File: src/rtl/bcd_scan_driver_if.sv
// Bus between the binary source and the BCD scan driver: load request and value
// in, busy/overflow status and the multiplexed digit/select outputs back.
interface bcd_scan_driver_if #(
  parameter int NUM_DIGITS = 4,
  parameter int BIN_WIDTH  = 14
);
  logic [BIN_WIDTH-1:0]  i_Value;
  logic                  i_Load;
  logic                  o_Busy;
  logic                  o_Overflow;
  logic [3:0]            o_BCD;
  logic [NUM_DIGITS-1:0] o_Digit_Sel;

  modport master (
    output i_Value, i_Load,
    input  o_Busy, o_Overflow, o_BCD, o_Digit_Sel
  );

  modport slave (
    input  i_Value, i_Load,
    output o_Busy, o_Overflow, o_BCD, o_Digit_Sel
  );
endinterface

File: src/rtl/bcd_scan_driver.sv
// Sequential double-dabble binary-to-BCD converter feeding a time-multiplexed digit scanner.
// Optional macro LEADING_ZERO_BLANK_EN disables the select for leading-zero digit slots.
module bcd_scan_driver #(
  parameter int NUM_DIGITS = 4,
  parameter int BIN_WIDTH  = 14,
  parameter int SCAN_DIV   = 50000
) (
  input  logic               i_Clk,
  input  logic               i_Rst_n,
  bcd_scan_driver_if.slave   bus
);

  localparam int SW = 4 * NUM_DIGITS;
  localparam int CW = $clog2(BIN_WIDTH + 1);
  localparam int PW = (SCAN_DIV > 1) ? $clog2(SCAN_DIV) : 1;
  localparam int IW = $clog2(NUM_DIGITS);

  function automatic longint unsigned pow10(input int n);
    longint unsigned r;
    r = 1;
    for (int k = 0; k < n; k++) r = r * 10;
    return r;
  endfunction

  localparam longint unsigned MAX_VAL  = pow10(NUM_DIGITS) - 1;
  localparam logic [CW-1:0]   CNT_LOAD = CW'(BIN_WIDTH);
  localparam logic [PW-1:0]   PRESC_TOP = PW'(SCAN_DIV - 1);
  localparam logic [IW-1:0]   IDX_TOP   = IW'(NUM_DIGITS - 1);

  // Add 3 to every nibble that is 5 or more, ahead of the left shift.
  function automatic logic [SW-1:0] dabble_adjust(input logic [SW-1:0] s);
    logic [SW-1:0] r;
    r = s;
    for (int k = 0; k < NUM_DIGITS; k++) begin
      if (r[4*k +: 4] >= 4'd5) r[4*k +: 4] = r[4*k +: 4] + 4'd3;
    end
    return r;
  endfunction

  typedef enum logic {IDLE, CONV} state_t;

  state_t                state_q, state_d;
  logic [BIN_WIDTH-1:0]  shift_q, shift_d;
  logic [SW-1:0]         scratch_q, scratch_d;
  logic [CW-1:0]         cnt_q, cnt_d;
  logic                  ovf_pend_q, ovf_pend_d;
  logic [SW-1:0]         display_q, display_d;
  logic                  overflow_q, overflow_d;
  logic [PW-1:0]         presc_q, presc_d;
  logic [IW-1:0]         idx_q, idx_d;
  logic [NUM_DIGITS-1:0] sel_q, sel_d;
  logic [3:0]            bcd_q, bcd_d;

  logic                  busy;
  logic                  load_accept;
  logic                  conv_done;
  logic [SW-1:0]         scratch_adj;
  logic [SW-1:0]         scratch_step;
  logic [BIN_WIDTH-1:0]  shift_step;
  logic                  sel_blank;

  // ---------------- FSM: state register ----------------
  always_ff @(posedge i_Clk or negedge i_Rst_n) begin
    if (!i_Rst_n) state_q <= IDLE;
    else          state_q <= state_d;
  end

  // ---------------- FSM: next state ----------------
  always_comb begin
    state_d = state_q;
    case (state_q)
      IDLE: if (bus.i_Load)          state_d = CONV;
      CONV: if (cnt_q == CW'(1))     state_d = IDLE;
      default:                       state_d = IDLE;
    endcase
  end

  // ---------------- FSM: outputs ----------------
  always_comb begin
    busy        = (state_q == CONV);
    load_accept = (state_q == IDLE) && bus.i_Load;
    conv_done   = (state_q == CONV) && (cnt_q == CW'(1));
  end

  // One double-dabble step: adjust the scratch nibbles, then shift {scratch, shift} left.
  assign scratch_adj  = dabble_adjust(scratch_q);
  assign scratch_step = {scratch_adj[SW-2:0], shift_q[BIN_WIDTH-1]};
  assign shift_step   = {shift_q[BIN_WIDTH-2:0], 1'b0};

  always_comb begin
    shift_d    = shift_q;
    scratch_d  = scratch_q;
    cnt_d      = cnt_q;
    ovf_pend_d = ovf_pend_q;
    display_d  = display_q;
    overflow_d = overflow_q;
    if (load_accept) begin
      shift_d    = bus.i_Value;
      scratch_d  = '0;
      cnt_d      = CNT_LOAD;
      ovf_pend_d = (64'(bus.i_Value) > MAX_VAL);
    end else if (busy) begin
      shift_d   = shift_step;
      scratch_d = scratch_step;
      cnt_d     = cnt_q - CW'(1);
      // Display changes only here, so o_BCD never sees a half-converted value.
      if (conv_done) begin
        display_d  = ovf_pend_q ? {SW{1'b1}} : scratch_step;
        overflow_d = ovf_pend_q;
      end
    end
  end

  always_ff @(posedge i_Clk or negedge i_Rst_n) begin
    if (!i_Rst_n) begin
      shift_q    <= '0;
      scratch_q  <= '0;
      cnt_q      <= '0;
      ovf_pend_q <= 1'b0;
      display_q  <= '0;
      overflow_q <= 1'b0;
    end else begin
      shift_q    <= shift_d;
      scratch_q  <= scratch_d;
      cnt_q      <= cnt_d;
      ovf_pend_q <= ovf_pend_d;
      display_q  <= display_d;
      overflow_q <= overflow_d;
    end
  end

`ifdef LEADING_ZERO_BLANK_EN
  // Positions above the most significant nonzero digit; digit 0 and overflow never blank.
  function automatic logic [NUM_DIGITS-1:0] blank_of(input logic [SW-1:0] d);
    logic [NUM_DIGITS-1:0] m;
    logic                  seen;
    m    = '0;
    seen = 1'b0;
    for (int k = NUM_DIGITS - 1; k > 0; k--) begin
      if (d[4*k +: 4] != 4'h0) seen = 1'b1;
      m[k] = ~seen;
    end
    return m;
  endfunction

  logic [NUM_DIGITS-1:0] blank_q, blank_d;

  always_comb begin
    blank_d = blank_q;
    if (conv_done) blank_d = ovf_pend_q ? '0 : blank_of(scratch_step);
  end

  always_ff @(posedge i_Clk or negedge i_Rst_n) begin
    if (!i_Rst_n) blank_q <= '0;
    else          blank_q <= blank_d;
  end

  always_comb begin
    sel_blank = 1'b0;
    for (int k = 0; k < NUM_DIGITS; k++) begin
      if (idx_d == IW'(k)) sel_blank = blank_q[k];
    end
  end
`else
  assign sel_blank = 1'b0;
`endif

  // ---------------- Scanner: prescaler, index, registered select and digit ----------------
  always_comb begin
    presc_d = (presc_q == PRESC_TOP) ? '0 : presc_q + PW'(1);
    idx_d   = idx_q;
    if (presc_q == PRESC_TOP) idx_d = (idx_q == IDX_TOP) ? '0 : idx_q + IW'(1);
    sel_d = '0;
    bcd_d = 4'h0;
    for (int k = 0; k < NUM_DIGITS; k++) begin
      if (idx_d == IW'(k)) begin
        sel_d[k] = ~sel_blank;
        bcd_d    = display_q[4*k +: 4];
      end
    end
  end

  always_ff @(posedge i_Clk or negedge i_Rst_n) begin
    if (!i_Rst_n) begin
      presc_q <= '0;
      idx_q   <= '0;
      sel_q   <= NUM_DIGITS'(1);
      bcd_q   <= 4'h0;
    end else begin
      presc_q <= presc_d;
      idx_q   <= idx_d;
      sel_q   <= sel_d;
      bcd_q   <= bcd_d;
    end
  end

  assign bus.o_Busy      = busy;
  assign bus.o_Overflow  = overflow_q;
  assign bus.o_BCD       = bcd_q;
  assign bus.o_Digit_Sel = sel_q;

endmodule

File: src/flat_wrapper.sv
// flat-port wrapper written by rule: the top's interface ports become plain ports
module bcd_scan_driver_flat 
#(
  parameter int NUM_DIGITS = 4,
  parameter int BIN_WIDTH  = 14,
  parameter int SCAN_DIV   = 50000
)
  (i_Clk, i_Rst_n, bus_i_Value, bus_i_Load, bus_o_Busy, bus_o_Overflow, bus_o_BCD, bus_o_Digit_Sel);
  bcd_scan_driver_if #(.NUM_DIGITS(NUM_DIGITS), .BIN_WIDTH(BIN_WIDTH)) bus_i ();
  input  logic i_Clk;
  input  logic i_Rst_n;
  input wire logic [$bits(bus_i.i_Value)-1:0] bus_i_Value;
  input wire logic [$bits(bus_i.i_Load)-1:0] bus_i_Load;
  output wire logic [$bits(bus_i.o_Busy)-1:0] bus_o_Busy;
  output wire logic [$bits(bus_i.o_Overflow)-1:0] bus_o_Overflow;
  output wire logic [$bits(bus_i.o_BCD)-1:0] bus_o_BCD;
  output wire logic [$bits(bus_i.o_Digit_Sel)-1:0] bus_o_Digit_Sel;
  assign bus_i.i_Value = bus_i_Value;
  assign bus_i.i_Load = bus_i_Load;
  assign bus_o_Busy = bus_i.o_Busy;
  assign bus_o_Overflow = bus_i.o_Overflow;
  assign bus_o_BCD = bus_i.o_BCD;
  assign bus_o_Digit_Sel = bus_i.o_Digit_Sel;
  bcd_scan_driver #(.NUM_DIGITS(NUM_DIGITS), .BIN_WIDTH(BIN_WIDTH), .SCAN_DIV(SCAN_DIV)) u_core (.i_Clk(i_Clk), .i_Rst_n(i_Rst_n), .bus(bus_i));
endmodule
File: config.mk
export PLATFORM = sky130hd
export DESIGN_NAME = bcd_scan_driver_flat
export DESIGN_NICKNAME = d
export VERILOG_FILES = /design/src/rtl/bcd_scan_driver_if.sv /design/src/rtl/bcd_scan_driver.sv /design/src/flat_wrapper.sv
export SDC_FILE = /design/constraint.sdc
export NUM_CORES = 1
export LEC_CHECK = 0
export ABC_AREA = 0
export CAP_MARGIN = 20
export CORE_MARGIN = 5
export CORE_UTILIZATION = 30
export CTS_CLUSTER_DIAMETER = 80
export DETAILED_ROUTE_END_ITERATION = 16
export MAX_ROUTING_LAYER = met4
export PLACE_DENSITY_LB_ADDON = 0.05
export SYNTH_ARGS = -nofsm -noshare
export SYNTH_HDL_FRONTEND = slang
export SYNTH_SLANG_ARGS = --single-unit
export TNS_END_PERCENT = 10
File: constraint.sdc
create_clock -name i_Clk -period 1.85 [get_ports i_Clk]
set_clock_uncertainty 0.05 [all_clocks]
set_input_delay 0.4625 -clock i_Clk [delete_from_list [all_inputs] [get_ports i_Clk]]
set_output_delay 0.4625 -clock i_Clk [all_outputs]
set_load 0.03 [all_outputs]
==> results of run 1 <==
[synthesized netlist by cell type, types with 4 or more instances]
master,number
a21o_1,4
a21oi_1,25
a221oi_1,4
a31oi_1,4
a32oi_1,4
a41oi_1,4
clkbuf_1,13
dfrtp_1,78
ha_1,12
inv_1,17
mux2_2,5
mux2i_1,14
nand2_1,27
nand2b_1,4
nand3_1,8
nand3b_1,8
nand4_1,4
nor2_1,35
nor3_1,11
nor4_1,4
o21ai_0,37
or3_1,7
xnor2_1,14
xor2_1,6
[metal layers]
metal  wire length (µm)  vias to the layer above  GRT usage
met3                275                       18     0.0384
li1                   -                     1495          -
met2               4260                       47      0.207
met5                  0                        -          -
met1               4330                     1419      0.172
met4                249                        0     0.0595
[kinds of logic (layout without fill, tap and decap cells)]
| logic type | count (synthesis) | in the layout | share of synthesized area |
|---|---|---|---|
| xor+xnor | 20 | 20 | 0.0454 |
| simple gates | 126 | 126 | 0.170 |
| mux | 19 | 19 | 0.0509 |
| flops | 79 | 79 | 0.513 |
| fa+ha+maj | 12 | 12 | 0.0389 |
| buf+inv | 32 | 102 | 0.0341 |
| compound gates | 93 | 93 | 0.148 |
[critical path, delay by kind of cell, from the launching register on]
family	cells	cell delay [ns]
flip-flops	1	0.38
AND/OR/NAND/NOR	1	0.59
AO/OA/AOI/OAI	3	0.94
[worst min-delay path by stage]
stage,start,to,slack (ns),depth (start not counted)
finish,i_Rst_n,u_core.presc_q[13],-0.005,1
global route,i_Rst_n,u_core.presc_q[13],0.02,1
CTS,i_Rst_n,u_core.presc_q[12],0.001,1
detailed placement,i_Rst_n,u_core.presc_q[13],0.37,1
global placement,i_Rst_n,u_core.presc_q[13],0.37,1
floorplan,i_Rst_n,u_core.bus.o_BCD[0],0.12,0
[power breakdown]
part           leakage [µW]  internal (µW)  total (µW)  switching, µW
combinational       0.00106           1020        2380           1360
clock              0.000137           1020        1680            661
sequential         0.000985           2300        2720            413
[flip-flops by register name, indices dropped and copies added, names as in the netlist]
signal and count:
u_core.bus.o_Overflow 1, u_core.shift_q 14, u_core.scratch_q 16, u_core.display_q 16
u_core.ovf_pend_q 1, u_core.bus.o_BCD 4, u_core.cnt_q 4, u_core.bus.o_Digit_Sel 4
u_core.bus.o_Busy 1, u_core.presc_q 16, u_core.idx_q 2
[cell type report]
type                       instances  area, µm²
fill                            1251       7670
sequential                        79       1980
multi-input combinational        270       1810
timing repair buffer              69        604
clock buffer                      16        282
tap                              172        215
inverter                          17       63.8
[per-stage QoR]
step	std cells	setup slack (ns)	instance area, µm²	hold slack, ns	utilization
after floorplan	381	-0.151	3870	0.117	-
after global placement	607	-0.148	4640	0.369	0.368
after detailed placement	607	-0.187	4640	0.372	0.368
after CTS	623	-0.186	4910	0.000997	0.389
after global routing	623	-0.286	4950	0.0160	0.392
final	623	-0.189	4950	-0.00484	0.392
[timing repair]
| item | 4_1_cts | 5_1_grt |
|---|---|---|
| setup endpoints to repair | 20 | 25 |
| pin swaps | 2 | 1 |
| resized for setup | 10 | 9 |
==> key figures, run 1 <==
STA
  • Final Max Tran Viols: 0
  • Tmin final: 2.04 ns
  • Final hold vios: 3
  • RSZ-0062 raised after global routing: yes
  • Max Fclk: 0.491 GHz
  • Final setup viols: 19
  • Setup TNS: -1.62 ns
  • Worst-Margin Slew: 0.492 ns
  • Hold slack final: -0.00484 ns
  • Fin crit share: 1.10
  • Setup WS post-layout: -0.189 ns
  • Worst rel slew slack: 0.672

Logic synthesis
  • Post-synth ARST share: 1.00
  • Area contributors post-synth: dfrtp_1, o21ai_0, ha_1
  • Mapped Avg Cell Area: 10.1 µm²
  • Synth cell types: 44
  • Count of flip-flops with a built-in enable after synthesis: 0
  • Syn Inst Count: 381
  • Ys Warns: 0
  • #FFs+latches synth: 79
  • Biggest area consumer among synthesized cells: dfrtp_1
  • Mapped Area: 0.00386 mm²
  • Top_reg_cell synth: dfrtp_1
  • Sequential fraction of the synthesis area: 0.513
  • Syn Nets: 410
  • Post-synth top area share: 0.506

Pwr
  • Power per cell area: 1370 mW/mm²
  • Leak: 0.00218 µW
  • Pwr Total: 6780 µW
  • Maximum vdd drop: 654 µV

Outcome
  • Status: finished with violations
  • Violated checks: negative hold slack, negative setup slack

Clocking
  • TritonCTS clock tree: done
  • H-tree levels: 3
  • CTS buffer count: 9
  • Setup bufs post-CTS: 0
  • Hold buffers post-CTS: 0
  • Reg clk slew, reported paths: 0.05 ns
  • Clk buf depth: 2
  • Sink Count: 79
  • Root Buffer: clkbuf_16
  • Worst-Skew Late Latency: 0.34 ns

Min path
  • Worst Hold Class: in -> async

Floorplanning
  • Initial Utilization: 0.306
  • Die ar.: 0.0152 mm²
  • Rows: 41
  • Die Span Y: 123 µm
  • Die W: 123 µm
  • Core area: 0.0126 mm²
  • Ports: 27

Worst setup path
  • Reg2reg end: u_core.bus.o_BCD[2]
  • Reg2reg start: u_core.presc_q[11]
  • Cells on worst reg2reg path: 4
  • CP Capture Type: flip-flop
  • Max incr delay on CP: 0.59 ns
  • Crit Path Max Fanout: 9
  • Slowest CP cell: or4b_4
  • Worst setup path startpoint: u_core.presc_q[11]
  • Startpoint Class: flip-flop
  • Crit path to: u_core.bus.o_BCD[2]
  • Arrival time worst endpoint: 2.24 ns
  • Worst EP required: 2.05 ns
  • Setup CP Type: reg -> reg
  • Worst-path cell chain: or4b_4 > o41a_1 > a21o_4 > a32oi_1
  • R2r setup slk: -0.19 ns

Global routing
  • Global-route wire length before repair: 15400 µm
  • Remaining global-route overflow: 0
  • Initial antenna violation count: 0
  • Largest net degree at the start of global routing: 36
  • Overall Global Routing Usage: 0.137
  • Number of global-route vias before repair: 3017

Routing
  • DR iter-0 viols: 178
  • Post-route ant nets: 0
  • Drt pass-1 iters: 4
  • Number of vias per cell: 4.78
  • Routed length per instance: 14.6 µm
  • Via count: 2979
  • Detailed Route WL: 9120 µm
  • DRC Markers: 0

Finish
  • Layout cells sized above 1: 0.175
  • Nets: 475
  • Ant diodes: 0
  • Most common cell after layout, fill and taps aside: dfrtp_1
  • Most frequent cells in the layout: dfrtp_1, buf_4, o21ai_0, nor2_1, nand2_1
  • Area delta synth->final: 28.4%

Placed design
  • Port-buffer cells: 26
  • Placer congestion estimate: 0.789
  • DP Wirelength: 6440 µm

Flow run
  • Max-cap viol count: 0
Power figures use the tool's default switching activity.
==> run 2, diff against run 1 <==
Settings changed: CAP_MARGIN 20 to default.
==> results of run 2 <==
No change in the layout: final DEF, timing and power equal those of run 1.
==> run 3, diff against run 2 <==
Settings changed: SKIP_LAST_GASP from default to 1.
==> run 3 against run 2 <==
The flow still finishes with violations (negative hold slack, negative setup slack). Utilization decreased by 0.079 points. Die area stayed put. Final cell count stayed put. Flip-flop and latch count unchanged. Combinational power is essentially flat. Sequential share of layout area rose by 0.081 points. Global-route usage about the same. Clock-buffer cell count unchanged. Critical path type unchanged. Largest power group unchanged.
==> key figures, run 3 (synthesized netlist as in run 1, its figures left out) <==
Outcome
  • Status: finished with violations
  • Violated checks: negative hold slack, negative setup slack

Routing
  • Detailed Route WL: 9080 µm
  • DRC Markers: 0
  • Post-route ant nets: 0
  • Via count: 2971
  • Routed length per instance: 14.6 µm
  • Number of vias per cell: 4.77
  • Drt pass-1 iters: 4
  • DR iter-0 viols: 167

Finish
  • Layout cells sized above 1: 0.162
  • Final core utilization: 0.391
  • Fillers: 1255
  • Area delta synth->final: 28.1%
  • Most common cell after layout, fill and taps aside: dfrtp_1
  • Most frequent cells in the layout: dfrtp_1, buf_4, o21ai_0, nor2_1, nand2_1
  • Largest registers: u_core.display_q: 16 flops, u_core.presc_q: 16 flops, u_core.scratch_q: 16 flops
  • Ant diodes: 0
  • FF+latch area: 0.00198 mm²
  • Nets: 475
  • Area of the multi-input gates: 0.00179 mm²

STA
  • Final hold vios: 3
  • Hold slack final: -0.00356 ns
  • Worst-Margin Slew: 0.499 ns
  • Final setup viols: 20
  • Worst rel slew slack: 0.667
  • Fin crit share: 1.10
  • Final Max Tran Viols: 0
  • RSZ-0062 raised after global routing: yes
  • Setup TNS: -1.66 ns
  • Tmin final: 2.04 ns
  • Setup WS post-layout: -0.189 ns
  • Max Fclk: 0.490 GHz

Clocking
  • TritonCTS clock tree: done
  • Reg clk slew, reported paths: 0.05 ns
  • Worst-Skew Late Latency: 0.34 ns
  • H-tree levels: 3
  • Clk buf depth: 2
  • Setup bufs post-CTS: 0
  • Root Buffer: clkbuf_16
  • Hold buffers post-CTS: 0
  • Sink Count: 79
  • CTS buffer count: 9

Placed design
  • DP Wirelength: 6440 µm
  • Port-buffer cells: 26
  • Placer congestion estimate: 0.789

Pwr
  • Leak: 0.00216 µW
  • Maximum vdd drop: 653 µV
  • Pwr Total: 6760 µW
  • Power per cell area: 1370 mW/mm²

Global routing
  • Initial antenna violation count: 0
  • Overall Global Routing Usage: 0.137
  • Largest net degree at the start of global routing: 36
  • Remaining global-route overflow: 0
  • Global-route wire length before repair: 15400 µm
  • Number of global-route vias before repair: 3011

Floorplanning
  • Rows: 41
  • Die Span Y: 123 µm
  • Core area: 0.0126 mm²
  • Die ar.: 0.0152 mm²
  • Initial Utilization: 0.306
  • Die W: 123 µm
  • Ports: 27

Worst setup path
  • CP delay by family, top: compound AO/OA/AOI/OAI gates
  • Arrival time worst endpoint: 2.24 ns
  • Startpoint Class: flip-flop
  • Crit Path Max Fanout: 9
  • Slowest CP cell: or4b_4
  • Worst Path Buf+Inv: 0
  • Max incr delay on CP: 0.59 ns
  • Worst EP required: 2.05 ns
  • CP Capture Type: flip-flop
  • Setup CP Type: reg -> reg
  • Worst-path cell chain: or4b_4 > o41a_1 > a21o_4 > a32oi_1

Flow run
  • Max-cap viol count: 0

Min path
  • Worst Hold Class: in -> async
run 3: cell count changes in the layout (fill, tap and decap cells not counted):
cell	delta
dlygate4sd2_1	-8
ha_1	+2
ha_2	-2
a21oi_1	+4
a21oi_2	-4
clkdlybuf4s50_1	+8
run 3: layout make-up:
cell class              instances  share of cell area
multi-input cells             270               0.362
well taps                     172              0.0436
repair buffers                 69               0.124
flip-flops and latches         79               0.400
inverters                      17              0.0129
clock buffers                  16              0.0570
run 3: repair_timing:
item | CTS | global route
pin swaps | 1 | 1
setup endpoints to repair | 20 | 33
gates resized for setup | 2 | 3
run 3: path summary, 6_finish.rpt:
kind	from	endpoint	slack (ns)	cells past startpoint
worst max register to register	u_core.presc_q[11]	u_core.bus.o_BCD[2]	-0.19	4
min in group i_Clk	u_core.shift_q[3]	u_core.shift_q[4]	0.43	2
worst max-delay path	u_core.presc_q[11]	u_core.bus.o_BCD[2]	-0.19	4
worst min-delay path	i_Rst_n	u_core.presc_q[13]	-0.004	1
worst min register to register	u_core.shift_q[3]	u_core.shift_q[4]	0.43	2
max in group asynchronous	i_Rst_n	u_core.bus.o_Digit_Sel[0]	1.22	2
run 3: per-layer routing:
layer / GRT usage / vias to the layer above / routed length, µm
li1: - / 1496 / -
met1: 0.172 / 1406 / 4290
met2: 0.207 / 51 / 4230
met3: 0.0384 / 18 / 303
met4: 0.0595 / 0 / 250
met5: - / - / 0
run 3: power by group:
group	total, µW	leakage (µW)	internal (µW)	switching, µW
registers	2700	0.000985	2310	398
clock network	1680	0.000137	1020	661
logic	2370	0.00104	1030	1340
run 3: worst reg2reg max path: stages, from the launching register on:
cell and delay [ns]:
dfrtp_1 0.38, or4b_4 0.59, o41a_1 0.50, a21o_4 0.26, a32oi_1 0.18
run 3: per-stage QoR:
stage | hold WS [ns] | cells | setup WS, ns | cell area, µm²
2_1_floorplan | 0.117 | 381 | -0.151 | 3870
4_1_cts | 0.000997 | 623 | -0.186 | 4920
3_5_place_dp | 0.372 | 607 | -0.187 | 4640
6_report | -0.00356 | 623 | -0.189 | 4940
3_3_place_gp | 0.369 | 607 | -0.148 | 4640
5_1_grt | 0.0160 | 623 | -0.287 | 4940
==> patch 1 (settings of run 2) <==
`BIN_WIDTH` is set to 14 in 3 places; all go to 18.
--- a/src/rtl/bcd_scan_driver_if.sv
+++ b/src/rtl/bcd_scan_driver_if.sv
@@ -4,3 +4,3 @@
   parameter int NUM_DIGITS = 4,
-  parameter int BIN_WIDTH  = 14
+  parameter int BIN_WIDTH  = 18
 );
--- a/src/rtl/bcd_scan_driver.sv
+++ b/src/rtl/bcd_scan_driver.sv
@@ -4,3 +4,3 @@
   parameter int NUM_DIGITS = 4,
-  parameter int BIN_WIDTH  = 14,
+  parameter int BIN_WIDTH  = 18,
   parameter int SCAN_DIV   = 50000
--- a/src/flat_wrapper.sv
+++ b/src/flat_wrapper.sv
@@ -4,3 +4,3 @@
   parameter int NUM_DIGITS = 4,
-  parameter int BIN_WIDTH  = 14,
+  parameter int BIN_WIDTH  = 18,
   parameter int SCAN_DIV   = 50000
Interface: changed (resized bus_i_Value); port bits go from 27 to 31. The function was not compared with the original's and may differ.
==> patch 1 against run 2 <==
The flow finishes with violations (negative setup slack); final cell count grew 6.3%; sequential share of layout area shrank 0.30 points; sequential power grew 5%; final area grew 7.1%; wire length grew 6.0%; synthesized area grew 6.4%; worst hold slack gained 0.010 ns; setup slack lost 0.057 ns; power grew 1.1%; count of clock-buffer cells in the layout shrank 6; sequential cell count grew 5; clock power grew 4%; largest cell class unchanged; highest routed layer unchanged.
==> patch 1: results (changes against run 2) <==
Status
* **run status** finished with violations
* **violated checks** negative setup slack

Synthesis
* **fraction of the yosys area taken by sequential cells** 51.3%, about the same
* **top cell types by occurrence after synthesis** sky130_fd_sc_hd__dfrtp_1 (83), sky130_fd_sc_hd__o21ai_0 (45), sky130_fd_sc_hd__nand2_1 (34), sky130_fd_sc_hd__nor2_1 (34), sky130_fd_sc_hd__inv_1 (20)
* **gate count of the mapped netlist** 408, +7.1%

Drt
* **total wire length after detailed routing** 9660 um, +6.0%
* **vias per cell** 4.89, +2.2%
* **post-DR wirelength/cell** 14.6 um, -0.23%

Clocking
* **total of cells resized after clock tree synthesis** 18, +8

Critical path
* **R2R Path Start** u_core.presc_q[4]$_DFF_PN0_
* **delay of the slowest cell on the worst path** 0.55 ns, -0.04 ns

Final layout
* **proportion of final cell area spent on non-clock buffers** 13.4%, +1.2 points
* **non-clock inverter total of the final layout** 20, +3
* **count of plain and timing-repair buffers** 81, +17%
* **flip-flop and latch area** 2100 um^2, +6.3%
* **final-layout fill cell count** 1,356, +8.4%
* **number of multi-input combinational cells** 285, +5.6%

Pwr
* **sw power** 2.45 mW, +0.80%
* **Gate power share** 33.0%, -2.1 points
* **reported leakage power** 2.38 nW, +9.4%
* **portion of total power attributed to the clock network** 25.5%, +0.7 points

Timing
* **post-layout worst setup margin** -0.246 ns, -0.0573 ns
* **setup violators final** 10, -9

Placement
* **Detail Placement HPWL** 7100 um, +10%
* **placed cell count** 646, +6.4%

GRT
* **number of global-route vias before repair** 3,319, +10%
* **GRT met3 Usage** 2.48%, -1.4 points
* **pin count of the biggest net entering global routing** 32, -11%

patch 1: changes by cell type in the layout (fill, tap and decap cells not counted), sizes merged, moves of 4 or more:
cell / before / now
a21oi: 25 / 19
a22oi: 0 / 5
buf: 45 / 53
clkbuf: 16 / 10
clkdlybuf4s50: 15 / 19
dfrtp: 78 / 83
inv: 17 / 22
mux2i: 14 / 18
nand2: 27 / 34
o21ai: 40 / 45
patch 1: per-stage QoR:
| stage | setup slack (ns) | area (um^2) | utilization [%] |
|---|---|---|---|
| finish | -0.246 | 5300 | 39.7 |
| global route | -0.305 | 5300 | 39.7 |
| CTS | -0.274 | 5290 | 39.6 |
| detailed placement | -0.320 | 4960 | 37.2 |
| global placement | -0.292 | 4960 | 37.2 |
| floorplan | -0.294 | 4110 | - |
patch 1: logic make-up after synthesis:
group / synth area share [%]
flops: 51.3
fa+ha+maj: 3.66
compound gates: 14.7
mux: 5.49
xor+xnor: 4.48
simple gates: 16.7
buf+inv: 3.75
==> patch 2 (config.mk and constraints of run 2) <==
Without the edit above. `shift_q` no longer has a reset.
--- a/src/rtl/bcd_scan_driver.sv
+++ b/src/rtl/bcd_scan_driver.sv
@@ -115,3 +115,2 @@
     if (!i_Rst_n) begin
-      shift_q    <= '0;
       scratch_q  <= '0;
@@ -122,3 +121,2 @@
     end else begin
-      shift_q    <= shift_d;
       scratch_q  <= scratch_d;
@@ -129,2 +127,6 @@
     end
+  end
+
+  always_ff @(posedge i_Clk) begin
+    shift_q <= shift_d;
   end
Function: no difference found for any inputs over 10 cycles, from zero or initial values and one cycle with i_Rst_n low; that may be too few to reach the edited logic, so the function may still have changed.
==> patch 2 against run 2 <==
The flow finishes with violations (negative setup slack); final area rose by 1.9%; largest cell class unchanged; largest power group unchanged; sequential cell count did not move; critical endpoint is now u_core.bus.o_BCD[1]$_DFF_PN0_; synthesized area fell by 1.1%; clock power rose by 15%; setup slack barely moved; wire length fell by 2.2%; power rose by 5.2%; sequential share of layout area rose by 0.64 points; critical path type unchanged.
==> patch 2: results (changes against run 2) <==
GRT
* **pin count of the biggest net entering global routing** 49, +36%
* **wire length of the first global-routing pass** 14,700 um, -4.5%
* **global-route usage over all layers** 13.2%, -0.50 points
* **initial antenna violation count** 0, unchanged

Timing
* **worst-case hold slack** 0.0564 ns, +0.0612 ns
* **post-layout worst setup margin** -0.189 ns, -0.000341 ns
* **setup violators final** 17, -2
* **Total Neg Setup Slack** -1.95 ns, -0.333 ns
* **max_slew headroom** 67.0%, -0.15 points

Drt
* **Initial DRC Count** 140, -21%
* **vias after detailed routing** 2,878, -3.4%
* **post-DR wirelength/cell** 14.7 um, +0.54%

Synthesis
* **number of enable-type register cells in the synthesized netlist** 14, +14
* **leading post-synthesis cells by cell area** sky130_fd_sc_hd__dfrtp_1 (42%), sky130_fd_sc_hd__edfxtp_1 (11%), sky130_fd_sc_hd__mux2_2 (5.0%)
* **fraction of the yosys area taken by sequential cells** 53.7%, +2.4 points
* **Post-synth ARST share** 82.3%, -18 points
* **Synth Area per Inst** 10.7 um^2, +6.1%
* **Synth cell types** 47, +6.8%
* **Post-Synthesis Net Count** 384, -6.3%
* **top cell types by occurrence after synthesis** sky130_fd_sc_hd__dfrtp_1 (64), sky130_fd_sc_hd__nor2_1 (34), sky130_fd_sc_hd__o21ai_0 (24)

Placement
* **placed cell count** 586, -3.5%
* **Detail Placement HPWL** 6180 um, -4.0%
* **routability congestion estimate** 0.772, -2.2%
* **placed cell area** 4620 um^2, -0.40%
* **worst setup timing slack at the placement stage** -0.234 ns, -0.0474 ns

Status
* **run status** finished with violations
* **violated checks** negative setup slack

Critical path
* **R2R Path Start** u_core.presc_q[4]$_DFF_PN0_
* **Setup crit start kind** register
* **FF-to-FF path depth** 6, +2
* **CP Capture Point** u_core.bus.o_BCD[1]$_DFF_PN0_
* **Crit Path Max Fanout** 8, -1
* **capture instance of the worst register-to-register path** u_core.bus.o_BCD[1]$_DFF_PN0_

Clocking
* **number of CTS-inserted buffers** 9, unchanged
* **number of levels the H-tree was split into** 3, unchanged
* **clock latency on the worst-skew pair** 0.34 ns, about the same

Worst hold path
* **type of the tightest min-delay check** input port to async pin

Pwr
* **Peak supply drop** 664 uV, +1.5%
* **reported leakage power** 2.20 nW, +0.87%
* **Internal Power** 4.72 mW, +8.6%

Final layout
* **Final #Nets** 458, -3.6%
* **fraction of final layout cells with drive strength greater than 1** 24.0%, +6.4 points
* **final-layout fill cell count** 1,250, -0.080%
* **non-filler cells, final** 606, -2.7%

## patch 2: cell families after synthesis
| kind of cell | count (synthesis) | share of synthesized area [%] |
|---|---|---|
| and+or+nand+nor | 118 | 16.5 |
| xor gates and xnor gates | 20 | 4.59 |
| DFF | 79 | 53.7 |
| AOI/OAI and AO/OA | 77 | 12.8 |
| adders and majority gates | 12 | 3.94 |
| buffers and inverters | 32 | 3.44 |
| muxes | 17 | 5.02 |
## patch 2: worst max-delay path, delay by kind of cell (launching register included)
family / cells / cell delay (ns)
buffers and inverters: 2 / 0.34
DFF: 1 / 0.38
and+or+nand+nor: 2 / 0.68
AOI/OAI and AO/OA: 2 / 0.51
## patch 2: power groups by stage
| stage | logic, mW | registers (mW) | clock network [mW] |
|---|---|---|---|
| final | 2.36 | 2.85 | 1.93 |
| after global routing | 2.68 | 2.93 | 2.06 |
| after CTS | 2.33 | 2.84 | 2.00 |
| after detailed placement | 2.36 | 2.87 | 0 |
| after global placement | 2.32 | 2.87 | 0 |
| after floorplan | 1.57 | 2.85 | 0 |
## patch 2: layout make-up
type                            instances  area [um^2]  share of cell area, %
Timing Repair Buffer                   73          651                   12.9
Multi-Input combinational cell        246         1730                   34.3
Tap cell                              172          215                   4.27
Clock inverter                          5         81.3                   1.61
Inverter                               20         75.1                   1.49
Sequential cell                        79         2050                   40.6
Clock buffer                           11          243                   4.81
## patch 2: timing repair
action,in CTS,in global routing
endpoints found under the setup margin,23,25
pin swaps,2,7
gates resized for setup,9,17
buffers inserted,0,2
gates cloned,0,2
## patch 2: routing by layer
metal | global-route usage [%] | wire length (um) | vias up
met3 | 4.61 | 346 | 9
met2 | 19.9 | 4230 | 37
li1 | - | - | 1433
met5 | - | 0 | -
met4 | 4.48 | 136 | 0
met1 | 16.5 | 4200 | 1399
